### config.mk
export PLATFORM = sky130hd
export DESIGN_NAME = apb_master
export DESIGN_NICKNAME = d
export VERILOG_FILES = /design/src/rtl/apb_pkg.sv /design/src/rtl/apb_cmd_fifo.sv /design/src/rtl/apb_master.sv
export SDC_FILE = /design/constraint.sdc
export NUM_CORES = 1
export LEC_CHECK = 0
export ABC_AREA = 1
export BUFFER_PORTS_ARGS = -buffer_cell sky130_fd_sc_hd__buf_2
export CORE_ASPECT_RATIO = 0.5
export CORE_MARGIN = 2
export CORE_UTILIZATION = 50
export DETAILED_ROUTE_END_ITERATION = 12
export GPL_ROUTABILITY_DRIVEN = 0
export PLACE_DENSITY_LB_ADDON = 0.1
export SETUP_SLACK_MARGIN = 0.1
export SYNTH_ARGS = -nofsm -noshare
export SYNTH_HDL_FRONTEND = slang
export SYNTH_HIERARCHICAL = 1
export SYNTH_SLANG_ARGS = --single-unit
### constraint.sdc
create_clock -name PCLK -period 4.35 [get_ports PCLK]
set_input_delay 0.435 -clock PCLK [delete_from_list [all_inputs] [get_ports PCLK]]
set_output_delay 0.435 -clock PCLK [all_outputs]
set_load 0.05 [all_outputs]
### src/rtl/apb_pkg.sv
// Shared types for the APB initiator: FSM states, queued command layout and
// the register-file offsets of the slaves this master talks to.
package apb_pkg;

  localparam int APB_ADDR_W = 32;
  localparam int APB_DATA_W = 32;

  typedef enum logic [1:0] {
    IDLE   = 2'd0,
    SETUP  = 2'd1,
    ACCESS = 2'd2
  } apb_state_t;

  typedef struct packed {
    logic                  write;
    logic [APB_ADDR_W-1:0] addr;
    logic [APB_DATA_W-1:0] wdata;
  } apb_cmd_t;

  localparam logic [APB_ADDR_W-1:0] REG_NUM     = 32'h0;
  localparam logic [APB_ADDR_W-1:0] REG_DATE    = 32'h4;
  localparam logic [APB_ADDR_W-1:0] REG_SURNAME = 32'h8;
  localparam logic [APB_ADDR_W-1:0] REG_NAME    = 32'hC;

endpackage

### src/rtl/apb_cmd_fifo.sv
// Synchronous first-word-fall-through command FIFO; the head entry is always
// visible on rd_data so the master can load the bus in the same cycle it pops.
module apb_cmd_fifo
  import apb_pkg::*;
#(
  parameter int  DEPTH = 4,
  parameter type T     = apb_cmd_t
) (
  input  logic clk,
  input  logic rst,
  input  logic push,
  input  T     wr_data,
  input  logic pop,
  output T     rd_data,
  output logic full,
  output logic empty
);

  localparam int PTR_W = $clog2(DEPTH);
  localparam int CNT_W = $clog2(DEPTH + 1);

  T                 mem_q [DEPTH];
  logic [PTR_W-1:0] wr_ptr_q, wr_ptr_d;
  logic [PTR_W-1:0] rd_ptr_q, rd_ptr_d;
  logic [CNT_W-1:0] count_q, count_d;
  logic             do_push, do_pop;

  assign full    = (count_q == CNT_W'(DEPTH));
  assign empty   = (count_q == '0);
  assign rd_data = mem_q[rd_ptr_q];

  always_comb begin
    do_push  = push && !full;
    do_pop   = pop && !empty;
    // DEPTH is a power of two, so the pointers wrap by plain overflow.
    wr_ptr_d = wr_ptr_q + PTR_W'(do_push);
    rd_ptr_d = rd_ptr_q + PTR_W'(do_pop);
    count_d  = count_q;
    if (do_push && !do_pop)      count_d = count_q + CNT_W'(1);
    else if (!do_push && do_pop) count_d = count_q - CNT_W'(1);
  end

  always_ff @(posedge clk or posedge rst) begin
    if (rst) begin
      wr_ptr_q <= '0;
      rd_ptr_q <= '0;
      count_q  <= '0;
    end else begin
      wr_ptr_q <= wr_ptr_d;
      rd_ptr_q <= rd_ptr_d;
      count_q  <= count_d;
    end
  end

  always_ff @(posedge clk) begin
    if (do_push) mem_q[wr_ptr_q] <= wr_data;
  end

endmodule

### src/rtl/apb_master.sv
// APB initiator: queued read/write commands run as SETUP->ACCESS transfers,
// each producing one response pulse (data or timeout error).
module apb_master
  import apb_pkg::*;
#(
  parameter int FIFO_DEPTH     = 4,
  parameter int TIMEOUT_CYCLES = 16,
  parameter int ADDR_W         = APB_ADDR_W,
  parameter int DATA_W         = APB_DATA_W
) (
  input  logic              PCLK,
  input  logic              PRESET,
  input  logic              cmd_valid,
  output logic              cmd_ready,
  input  logic              cmd_write,
  input  logic [ADDR_W-1:0] cmd_addr,
  input  logic [DATA_W-1:0] cmd_wdata,
  output logic              rsp_valid,
  output logic              rsp_write,
  output logic [DATA_W-1:0] rsp_rdata,
  output logic              rsp_err,
  output logic              busy,
  output logic              PSEL,
  output logic              PENABLE,
  output logic              PWRITE,
  output logic [ADDR_W-1:0] PADDR,
  output logic [DATA_W-1:0] PWDATA,
  input  logic [DATA_W-1:0] PRDATA,
  input  logic              PREADY
);

  localparam int TO_W = $clog2(TIMEOUT_CYCLES);
  localparam logic [TO_W-1:0] TO_LAST = TO_W'(TIMEOUT_CYCLES - 1);

  typedef struct packed {
    logic              write;
    logic [ADDR_W-1:0] addr;
    logic [DATA_W-1:0] wdata;
  } cmd_t;

  cmd_t head;
  logic fifo_full, fifo_empty, pop;

  apb_cmd_fifo #(.DEPTH(FIFO_DEPTH), .T(cmd_t)) u_fifo (
    .clk     (PCLK),
    .rst     (PRESET),
    .push    (cmd_valid),
    .wr_data ('{write: cmd_write, addr: cmd_addr, wdata: cmd_wdata}),
    .pop     (pop),
    .rd_data (head),
    .full    (fifo_full),
    .empty   (fifo_empty)
  );

  apb_state_t        state_q, state_d;
  logic              psel_q, psel_d, penable_q, penable_d, pwrite_q, pwrite_d;
  logic [ADDR_W-1:0] paddr_q, paddr_d;
  logic [DATA_W-1:0] pwdata_q, pwdata_d;
  logic [TO_W-1:0]   cnt_q, cnt_d;
  logic              rsp_valid_q, rsp_valid_d, rsp_write_q, rsp_write_d;
  logic              rsp_err_q, rsp_err_d;
  logic [DATA_W-1:0] rsp_rdata_q, rsp_rdata_d;
  logic              load;

  assign cmd_ready = !fifo_full;
  assign busy      = (state_q != IDLE) || !fifo_empty;
  assign PSEL      = psel_q;
  assign PENABLE   = penable_q;
  assign PWRITE    = pwrite_q;
  assign PADDR     = paddr_q;
  assign PWDATA    = pwdata_q;
  assign rsp_valid = rsp_valid_q;
  assign rsp_write = rsp_write_q;
  assign rsp_rdata = rsp_rdata_q;
  assign rsp_err   = rsp_err_q;

  always_comb begin
    state_d     = state_q;
    psel_d      = psel_q;
    penable_d   = penable_q;
    pwrite_d    = pwrite_q;
    paddr_d     = paddr_q;
    pwdata_d    = pwdata_q;
    cnt_d       = cnt_q;
    rsp_valid_d = 1'b0;
    rsp_write_d = rsp_write_q;
    rsp_rdata_d = rsp_rdata_q;
    rsp_err_d   = rsp_err_q;
    load        = 1'b0;

    unique case (state_q)
      IDLE: load = !fifo_empty;
      SETUP: begin
        penable_d = 1'b1;
        cnt_d     = '0;
        state_d   = ACCESS;
      end
      ACCESS: begin
        if (PREADY) begin
          rsp_valid_d = 1'b1;
          rsp_write_d = pwrite_q;
          rsp_rdata_d = pwrite_q ? '0 : PRDATA;
          rsp_err_d   = 1'b0;
          // Chain straight into the next SETUP so PSEL never drops between queued commands.
          load = !fifo_empty;
          if (fifo_empty) begin
            psel_d    = 1'b0;
            penable_d = 1'b0;
            state_d   = IDLE;
          end
        end else if (cnt_q == TO_LAST) begin
          rsp_valid_d = 1'b1;
          rsp_write_d = pwrite_q;
          rsp_rdata_d = '0;
          rsp_err_d   = 1'b1;
          psel_d      = 1'b0;
          penable_d   = 1'b0;
          state_d     = IDLE;
        end else begin
          cnt_d = cnt_q + TO_W'(1);
        end
      end
      default: begin
        psel_d    = 1'b0;
        penable_d = 1'b0;
        state_d   = IDLE;
      end
    endcase

    if (load) begin
      pwrite_d  = head.write;
      paddr_d   = head.addr;
      pwdata_d  = head.wdata;
      psel_d    = 1'b1;
      penable_d = 1'b0;
      state_d   = SETUP;
    end
  end

  assign pop = load;

  always_ff @(posedge PCLK or posedge PRESET) begin
    if (PRESET) begin
      state_q     <= IDLE;
      psel_q      <= 1'b0;
      penable_q   <= 1'b0;
      pwrite_q    <= 1'b0;
      paddr_q     <= '0;
      pwdata_q    <= '0;
      cnt_q       <= '0;
      rsp_valid_q <= 1'b0;
      rsp_write_q <= 1'b0;
      rsp_rdata_q <= '0;
      rsp_err_q   <= 1'b0;
    end else begin
      state_q     <= state_d;
      psel_q      <= psel_d;
      penable_q   <= penable_d;
      pwrite_q    <= pwrite_d;
      paddr_q     <= paddr_d;
      pwdata_q    <= pwdata_d;
      cnt_q       <= cnt_d;
      rsp_valid_q <= rsp_valid_d;
      rsp_write_q <= rsp_write_d;
      rsp_rdata_q <= rsp_rdata_d;
      rsp_err_q   <= rsp_err_d;
    end
  end

endmodule

==> impl_metrics.json, run 1 <==
{
  "cp-start-kind": "flop",
  "synth_cell_type_count": 27,
  "cts_buffer_depth": 3,
  "clk_latency_ns": 0.51,
  "drv_slew": 0,
  "pwr-share-clk_pct": 21.0,
  "hpwlAfterDp_mm": 18.1,
  "yosysTopAreaCellShare_pct": 50.8,
  "hold_viol_final": 0,
  "path_clk_slew_ns": 0.07,
  "required_ns": 4.74,
  "ys_warn_count": 6,
  "leakagePower_nw": 7.94,
  "fin_hold_ws_ns": 0.129,
  "crit_path_max_fanout": 5,
  "vias": 9442,
  "yosysTopAreaCell": "edfxtp_1",
  "cts_root_buffer": "clkbuf_16",
  "final_cell_mix": "nand2_1, edfxtp_1, buf_2",
  "power_switching_w": 0.00599,
  "tightest_slew_ns": 1.02,
  "fmax_mhz": 412,
  "cts_tree": "yes",
  "powerDensity_mw_per_mm2": 791,
  "dieArea_sq_mm": 0.0323,
  "fin_crit_sh_pct": 55.8,
  "fin_crit_ns": 2.43,
  "seqPwrFrac_pct": 39.1,
  "cap_violations": 0,
  "synth_nets": 1380,
  "drive_gt1_share_pct": 23.9,
  "grt-ovfl-total": 0,
  "irDropWorstVdd_v": 0.000328,
  "finalPower_w": 0.0139,
  "slowest_delay_ns": 0.66,
  "initial_utilization_pct": 50.8,
  "status": "completed",
  "ant_nets": 0,
  "cts_num_sinks": 374,
  "rows": 45,
  "critical_path_class": "reg -> reg",
  "synthCells": 1274,
  "gr-usage-all-layers_pct": 20.1,
  "crit_path_end_kind": "flop",
  "critPathSlowestCell": "o21ai_1",
  "ys_seq_elements": 374,
  "core-area_sq_mm": 0.0303,
  "crit_top_cell": "inv_1",
  "syn_to_final_growth_pct": 14.6,
  "p_int_w": 0.00795,
  "tns_ns": 0,
  "setup_viol": 0,
  "p_sw_share_pct": 43.0,
  "crit_family": "compound AO/OA/AOI/OAI gates",
  "synth_area_leaders": "edfxtp_1, dfrtp_1, nand2_1",
  "rsz0062_at_grt": "no",
  "synth.yosys.seq_area_share_pct": 69.3,
  "grt_pass1_wl_mm": 50.1,
  "routed_wl_mm": 31.9,
  "ctsResizeCount": 0,
  "syn_avg_cell_area_sq_um": 12.1,
  "clock_skew_ns": 0.0114,
  "fill_cells": 2505,
  "viasPerCell": 5.00,
  "cp_cell_sequence": "inv_1 -> nand2_1 -> o21ai_1 -> inv_1 -> ha_1 -> inv_1 -> fa_1 -> nand2_1 -> o21ai_0",
  "antenna_found_initial": 1,
  "htree_levels": 2,
  "hp-class": "in -> reg",
  "path_buf_inv": 3,
  "grt_max_degree": 97,
  "cp.arrival_ns": 2.82,
  "io_buffers": 204,
  "grt_pass1_vias": 9219,
  "netlist_area_sq_mm": 0.0154,
  "die_w_um": 252,
  "drc": 0,
  "die_height_um": 128,
  "numCtsBuffers": 35,
  "wl_per_cell_um": 16.9,
  "layout_commonest_cell": "nand2_1",
  "drt-initial-drc-count": 666,
  "slew-limit-headroom_pct": 31.8,
  "combPwrFrac_pct": 39.9,
  "ios": 205,
  "nNetsFinal": 1569,
  "dr.pass1.iters": 8
}
-- routing by layer --
| layer | track usage (%) | vias up | share of wire, % |
|---|---|---|---|
| li1 | - | 4614 | - |
| met1 | 26.1 | 4603 | 45 |
| met2 | 34.9 | 185 | 49 |
| met3 | 3.80 | 40 | 4.6 |
| met4 | 5.36 | 0 | 1.4 |
| met5 | 0 | - | 0 |
-- worst register-to-register path: cells and delay by family, from the launching register on --
kind                     cells  cell delay (ns)
AO/OA/AOI/OAI                2             0.75
flip-flops                   1             0.42
buffers and inverters        3             0.33
AND/OR/NAND/NOR              2             0.17
adder cells (fa/ha/maj)      2             0.64
-- registers in the layout, summed over array words and instances (netlist names) --
register / count
u_fifo/mem_q: 260
PADDR: 32
PWDATA: 32
rsp_rdata: 32
cnt_q: 4
u_fifo/count_q: 3
state_q: 2
u_fifo/rd_ptr_q: 2
u_fifo/wr_ptr_q: 2
PSEL: 1
PWRITE: 1
rsp_err: 1
rsp_valid: 1
rsp_write: 1
-- worst paths after layout --
path | to | cells after the start | startpoint | slack [ns]
worst max-delay path | u_fifo/count_q[1] | 9 | u_fifo/count_q[0] | 1.92
worst min-delay path | u_fifo/mem_q[1][10] | 1 | cmd_wdata[10] | 0.13
worst max register to register | u_fifo/count_q[1] | 9 | u_fifo/count_q[0] | 1.92
worst min register to register | rsp_rdata[20] | 2 | rsp_rdata[20] | 0.46
max in group asynchronous | PADDR[8] | 4 | PRESET | 2.91
min in group asynchronous | u_fifo/count_q[1] | 3 | PRESET | 0.42
-- what timing repair did --
| item | in CTS | in global routing |
|---|---|---|
| setup buffers | 0 | 0 |
| hold endpoints to repair | 32 | 0 |
| hold buffers | 1 | 0 |
-- cells by family after synthesis --
| logic type | synth area share (%) |
|---|---|
| flops | 69.3 |
| buf+inv | 7.46 |
| fa+ha+maj | 0.456 |
| xor+xnor | 0.228 |
| simple gates | 13.6 |
| compound gates | 8.98 |
-- power groups by stage --
stage / Sequential, W / Combinational, W / Clock, W
finish: 0.00546 / 0.00556 / 0.00292
global route: 0.00556 / 0.00611 / 0.00315
CTS: 0.00546 / 0.00566 / 0.00300
detailed placement: 0.00553 / 0.00565 / 0
global placement: 0.00549 / 0.00555 / 0
floorplan: 0.00684 / 0.00316 / 0
-- cell usage after synthesis, drive strengths merged --
master,count
buf,61
clkbuf,5
clkinv,1
dfrtp,114
edfxtp,260
fa,1
ha,4
inv,152
nand2,479
nand3,41
nand4,2
nor2,13
o211ai,130
o21ai,7
xnor2,2
xor2,2
-- through the flow --
stage               instance area (sq um)  utilization [%]  setup WS [ns]  cells
finish                              17600             58.2           1.92   1889
global route                        17600             58.2           1.73   1889
CTS                                 17600             58.2           1.92   1888
detailed placement                  16500             54.6           1.94   1824
global placement                    16500             54.6           1.98   1824
floorplan                           15400                -          0.478   1274
-- cell type report --
cell class,instances,area [sq um],share of cell area (%)
repair buffers,218,1190,6.76
well taps,399,499,2.83
inverters,153,578,3.28
clock inverters,15,104,0.589
flip-flops and latches,374,10700,60.5
diodes,1,2.50,0.0142
clock buffers,48,977,5.54
multi-input cells,681,3610,20.5
Power figures use the tool's default switching activity.
==> inputs of run 2 (changes only) <==
- ABC_AREA: 1 -> 0
- clock period: 4.35 -> 2.5 ns (I/O delays scaled with it)
==> run 2 against run 1 <==
- register-to-register slack worse by 1.6 ns
- sequential power grew 71%
- cell count fell by 29%
- total power is 65% higher
- global-route usage is 0.19 points lower
- combinational power rose by 57%
==> impl_metrics.json, run 2 <==
{
  "status": "completed",
  "synth_edf_count": 260,
  "hp-class": "in -> reg",
  "powerDensity_mw_per_mm2": 1310,
  "synthCells": 629,
  "cts_root_buffer": "clkbuf_16",
  "path_clk_slew_ns": 0.06,
  "ctsResizeCount": 0,
  "cap_violations": 0,
  "slew-limit-headroom_pct": 63.4,
  "clock_skew_ns": 0.0157,
  "fin_hold_ws_ns": 0.239,
  "hpwlAfterDp_mm": 16.1,
  "die_height_um": 122,
  "io_buffers": 204,
  "netlist_area_sq_mm": 0.0138,
  "crit_path_max_fanout": 4,
  "regMostFlops": "u_fifo/mem_q",
  "wl_per_cell_um": 20.8,
  "critical_path_class": "reg -> reg",
  "grt_pass1_wl_mm": 42.9,
  "grt_max_degree": 67,
  "drive_gt1_share_pct": 39.6,
  "antenna_found_initial": 0,
  "dp_slack_ns": 0.351,
  "fmax_mhz": 467,
  "initial_utilization_pct": 51.7,
  "drc": 0,
  "ys_warn_count": 6,
  "grt_pass1_vias": 7651,
  "required_ns": 2.94,
  "setup_viol": 0,
  "cp-start-kind": "flop",
  "fin_crit_ns": 2.14,
  "cts_num_sinks": 374,
  "postCtsSetupBuffers": 0,
  "grt-ovfl-total": 0,
  "async_reset_ff_share_pct": 30.5,
  "fin_ws_ns": 0.357,
  "yosysTopAreaCellShare_pct": 56.4,
  "antennaDiodeCount": 0,
  "htree_levels": 2,
  "largest_reg_flops": 260,
  "numCtsBuffers": 34,
  "nNetsFinal": 1073,
  "syn_avg_cell_area_sq_um": 22.0,
  "yosysTopAreaCell": "edfxtp_1",
  "synth_area_leaders": "edfxtp_1, dfrtp_1, mux4_2",
  "drv_slew": 0,
  "ios": 205,
  "synth_nets": 735,
  "final_util_pct": 65.5,
  "crit_path_end_kind": "flop",
  "synth_ff_type": "edfxtp_1",
  "rsz0062_at_grt": "no",
  "dr.pass1.iters": 4,
  "tightest_slew_ns": 0.549,
  "gr-usage-all-layers_pct": 19.9,
  "syn_to_final_growth_pct": 26.8,
  "drt-initial-drc-count": 370,
  "ant_nets": 0,
  "irDropWorstVdd_v": 0.000543,
  "ys_seq_elements": 374,
  "dieArea_sq_mm": 0.0291,
  "core-area_sq_mm": 0.0268,
  "yosysMostFrequentCell": "edfxtp_1",
  "clk_latency_ns": 0.52,
  "rows": 42,
  "routed_wl_mm": 27.9,
  "synth_cell_type_count": 41,
  "cp.arrival_ns": 2.58,
  "hold_viol_final": 0,
  "final_cell_mix": "edfxtp_1, buf_2, dfrtp_1",
  "synth_commonest_cells": "edfxtp_1, dfrtp_1, mux4_2",
  "layout_commonest_cell": "edfxtp_1",
  "cts_buffer_depth": 3,
  "viasPerCell": 5.37,
  "leakagePower_nw": 6.73,
  "synth.yosys.seq_area_share_pct": 77.0,
  "vias": 7213,
  "hold_buffers": 99,
  "fin_crit_sh_pct": 85.7,
  "tns_ns": 0,
  "cts_tree": "yes",
  "die_w_um": 239
}
## run 2: cell count changes after synthesis, sizes merged, moves of 40 or more
cell,previous run,this run
mux4,0,65
nand2,479,6
inv,152,9
mux2,0,67
o211ai,130,0
nand3,41,1
## run 2: through the flow
| step | area, sq um | power (W) | instances |
|---|---|---|---|
| floorplan | 13900 | 0.0159 | 629 |
| global placement | 15500 | 0.0180 | 1184 |
| detailed placement | 15500 | 0.0182 | 1184 |
| CTS | 17600 | 0.0234 | 1344 |
| global route | 17600 | 0.0242 | 1344 |
| finish | 17600 | 0.0231 | 1344 |
## run 2: logic make-up after synthesis
group	Yosys count	share of synthesized area, %
mux	132	16.0
simple gates	29	1.34
fa+ha+maj	5	0.506
buf+inv	38	2.08
compound gates	46	2.75
flops	374	77.0
xor+xnor	5	0.316
## run 2: area by class of cell
class	count	area, sq um
fillers	1837	9240
clock buffers	47	971
clock inverters	14	95.1
well taps	352	440
multi-input cells	217	2950
repair buffers	331	2400
inverters	9	37.5
flip-flops and latches	374	10700
## run 2: where the power goes
part	internal, W	switching (W)	leakage [nW]
Clock	0.00283	0.00219	0.519
Combinational	0.00334	0.00539	2.45
Sequential	0.00847	0.000848	3.77
## run 2: worst paths after layout
kind                              startpoint                 end  slack [ns]  cells after the start
max                        u_fifo/count_q[0]   u_fifo/count_q[2]        0.36                     10
min                                cmd_valid  u_fifo/wr_ptr_q[0]        0.24                      4
max reg2reg                u_fifo/count_q[0]   u_fifo/count_q[2]        0.36                     10
min reg2reg                       PWDATA[15]          PWDATA[15]        0.48                      1
max in group asynchronous             PRESET          state_q[1]        1.56                      4
min in group asynchronous             PRESET   u_fifo/count_q[2]        0.29                      3
## run 2: critical path, stage by stage (launching register included)
cell	delay, ns
dfrtp_1	0.43
nor3_1	0.20
buf_4	0.16
nor3_4	0.05
nand2b_1	0.10
ha_1	0.19
inv_1	0.07
fa_1	0.43
xor2_1	0.17
nor2_1	0.13
xor2_1	0.15
## run 2: layer usage
metal	GRT usage, %	wire, um	vias up
li1	-	-	3222
met1	27.0	12400	3787
met2	33.6	13800	178
met3	4.37	1420	26
met4	4.38	295	0
met5	0	0	-
==> inputs of run 3 (changes only) <==
- CTS_BUF_LIST: default -> sky130_fd_sc_hd__clkbuf_4 sky130_fd_sc_hd__clkbuf_8
- clock period: 2.5 -> 2.18 ns (I/O delays scaled with it)
==> run 3 against run 2 <==
- total power increased by 14%
- largest power group unchanged
- highest routed layer unchanged
- critical endpoint unchanged
- worst setup slack got worse by 0.16 ns
- first-iteration DRC count decreased by 13%
- global-route usage about the same
- die area unchanged
==> impl_metrics.json, run 3 (synthesized netlist as in run 2, its figures left out) <==
{
  "status": "completed",
  "irDropWorstVdd_v": 0.000949,
  "path_clk_slew_ns": 0.07,
  "die_height_um": 122,
  "numCtsBuffers": 51,
  "gr-usage-all-layers_pct": 19.9,
  "slew-limit-headroom_pct": 68.4,
  "routed_wl_mm": 28.3,
  "leakagePower_nw": 6.82,
  "regToRegEndpoint": "u_fifo/count_q[2]",
  "largest_reg_flops": 260,
  "cts_num_sinks": 374,
  "crit_path_max_fanout": 3,
  "clk_latency_ns": 0.58,
  "min-delay-start": "cmd_valid",
  "hp-class": "in -> reg",
  "nNetsFinal": 1099,
  "drive_gt1_share_pct": 43.3,
  "fin_crit_ns": 1.98,
  "worstHoldEndpoint": "u_fifo/wr_ptr_q[0]",
  "setup_viol": 0,
  "viasPerCell": 5.28,
  "critical_path_class": "reg -> reg",
  "vias": 7321,
  "die_w_um": 239,
  "hold_viol_final": 0,
  "initial_utilization_pct": 51.7,
  "htree_levels": 2,
  "grt_max_degree": 70,
  "powerDensity_mw_per_mm2": 1490,
  "rsz0062_at_grt": "no",
  "hpwlAfterDp_mm": 16.0,
  "grt-ovfl-total": 0,
  "layout_commonest_cell": "edfxtp_1",
  "fin_area_sq_mm": 0.0176,
  "io_buffers": 204,
  "rows": 42,
  "fin_ws_ns": 0.200,
  "ant_nets": 0,
  "regMostFlops": "u_fifo/mem_q",
  "cp.arrival_ns": 2.48,
  "core-area_sq_mm": 0.0268,
  "tns_ns": 0,
  "cts_tree": "yes",
  "drc": 0,
  "clock_skew_ns": 0.0189,
  "grt_pass1_wl_mm": 43.4,
  "dp_slack_ns": 0.0574,
  "cap_violations": 0,
  "tightest_slew_ns": 0.473,
  "required_ns": 2.68,
  "placed_area_sq_mm": 0.0155,
  "cp-start-kind": "flop",
  "ios": 205,
  "antenna_found_initial": 1,
  "r2r_setup_slack_ns": 0.20,
  "r2r_start": "u_fifo/count_q[1]",
  "fmax_mhz": 505,
  "dieArea_sq_mm": 0.0291,
  "drt-initial-drc-count": 323,
  "final_cell_mix": "edfxtp_1, buf_2, dfrtp_1",
  "rr_worst_depth": 10,
  "crit_path_end_kind": "flop",
  "dr.pass1.iters": 4,
  "syn_to_final_growth_pct": 27.2,
  "wl_per_cell_um": 20.4,
  "grt_pass1_vias": 7792,
  "fill_cells": 1829,
  "cts_buffer_depth": 3,
  "whs_path_depth": 4,
  "fin_hold_ws_ns": 0.0833,
  "crit_start": "u_fifo/count_q[1]",
  "fin_crit_sh_pct": 90.8,
  "drv_slew": 0,
  "cts_root_buffer": "clkbuf_8"
}
run 3: what timing repair did:
action,in CTS,in global routing
setup endpoints to repair,1,3
pin swaps,0,5
endpoints found under the hold margin,407,0
hold buffers,99,0
gates resized for setup,1,4
buffers inserted,4,3
run 3: routing by layer:
| layer | routed length [um] | GRT usage [%] |
|---|---|---|
| met4 | 397 | 5.70 |
| met2 | 14200 | 33.6 |
| met1 | 12400 | 26.4 |
| met3 | 1310 | 4.31 |
| met5 | 0 | 0 |
run 3: final cells by class:
class / count / area (sq um) / area share, %
flip-flops and latches: 374 / 10700 / 60.6
well taps: 352 / 440 / 2.50
clock inverters: 13 / 58.8 / 0.334
repair buffers: 340 / 2430 / 13.8
inverters: 9 / 37.5 / 0.213
multi-input cells: 217 / 2970 / 16.9
diodes: 1 / 2.50 / 0.0142
clock buffers: 81 / 1000 / 5.69
run 3: per-stage QoR:
step | instances | utilization (%) | power [W]
2_1_floorplan | 629 | - | 0.0183
3_3_place_gp | 1186 | 57.8 | 0.0207
3_5_place_dp | 1186 | 57.8 | 0.0209
4_1_cts | 1383 | 65.5 | 0.0266
5_1_grt | 1387 | 65.7 | 0.0276
6_report | 1387 | 65.7 | 0.0263
run 3: how the worst max path moves through the flow:
stage	endpoint	slack (ns)	cells past startpoint
final	u_fifo/count_q[2]	0.20	10
after global routing	u_fifo/count_q[2]	0.1	10
after CTS	u_fifo/count_q[2]	0.10	10
after detailed placement	u_fifo/count_q[2]	0.06	10
after global placement	u_fifo/count_q[2]	0.08	10
after floorplan	u_fifo/mem_q[1][0]	-0.64	3
run 3: where the power goes:
part	internal (W)	total [W]	leakage, nW	switching, W
sequential	0.00972	0.0107	3.77	0.000956
clock	0.00291	0.00545	0.566	0.00253
combinational	0.00393	0.0102	2.48	0.00624
total	0.0166	0.0263	6.82	0.00973
run 3: critical path, cell delays in order (launching register included):
cell and delay (ns):
dfrtp_1 0.42, nor3_2 0.16, buf_4 0.15, nor3_4 0.04, nand2b_1 0.12, ha_2 0.19
inv_1 0.05, fa_2 0.35, xor2_2 0.15, nor2_1 0.12, xor2_1 0.15
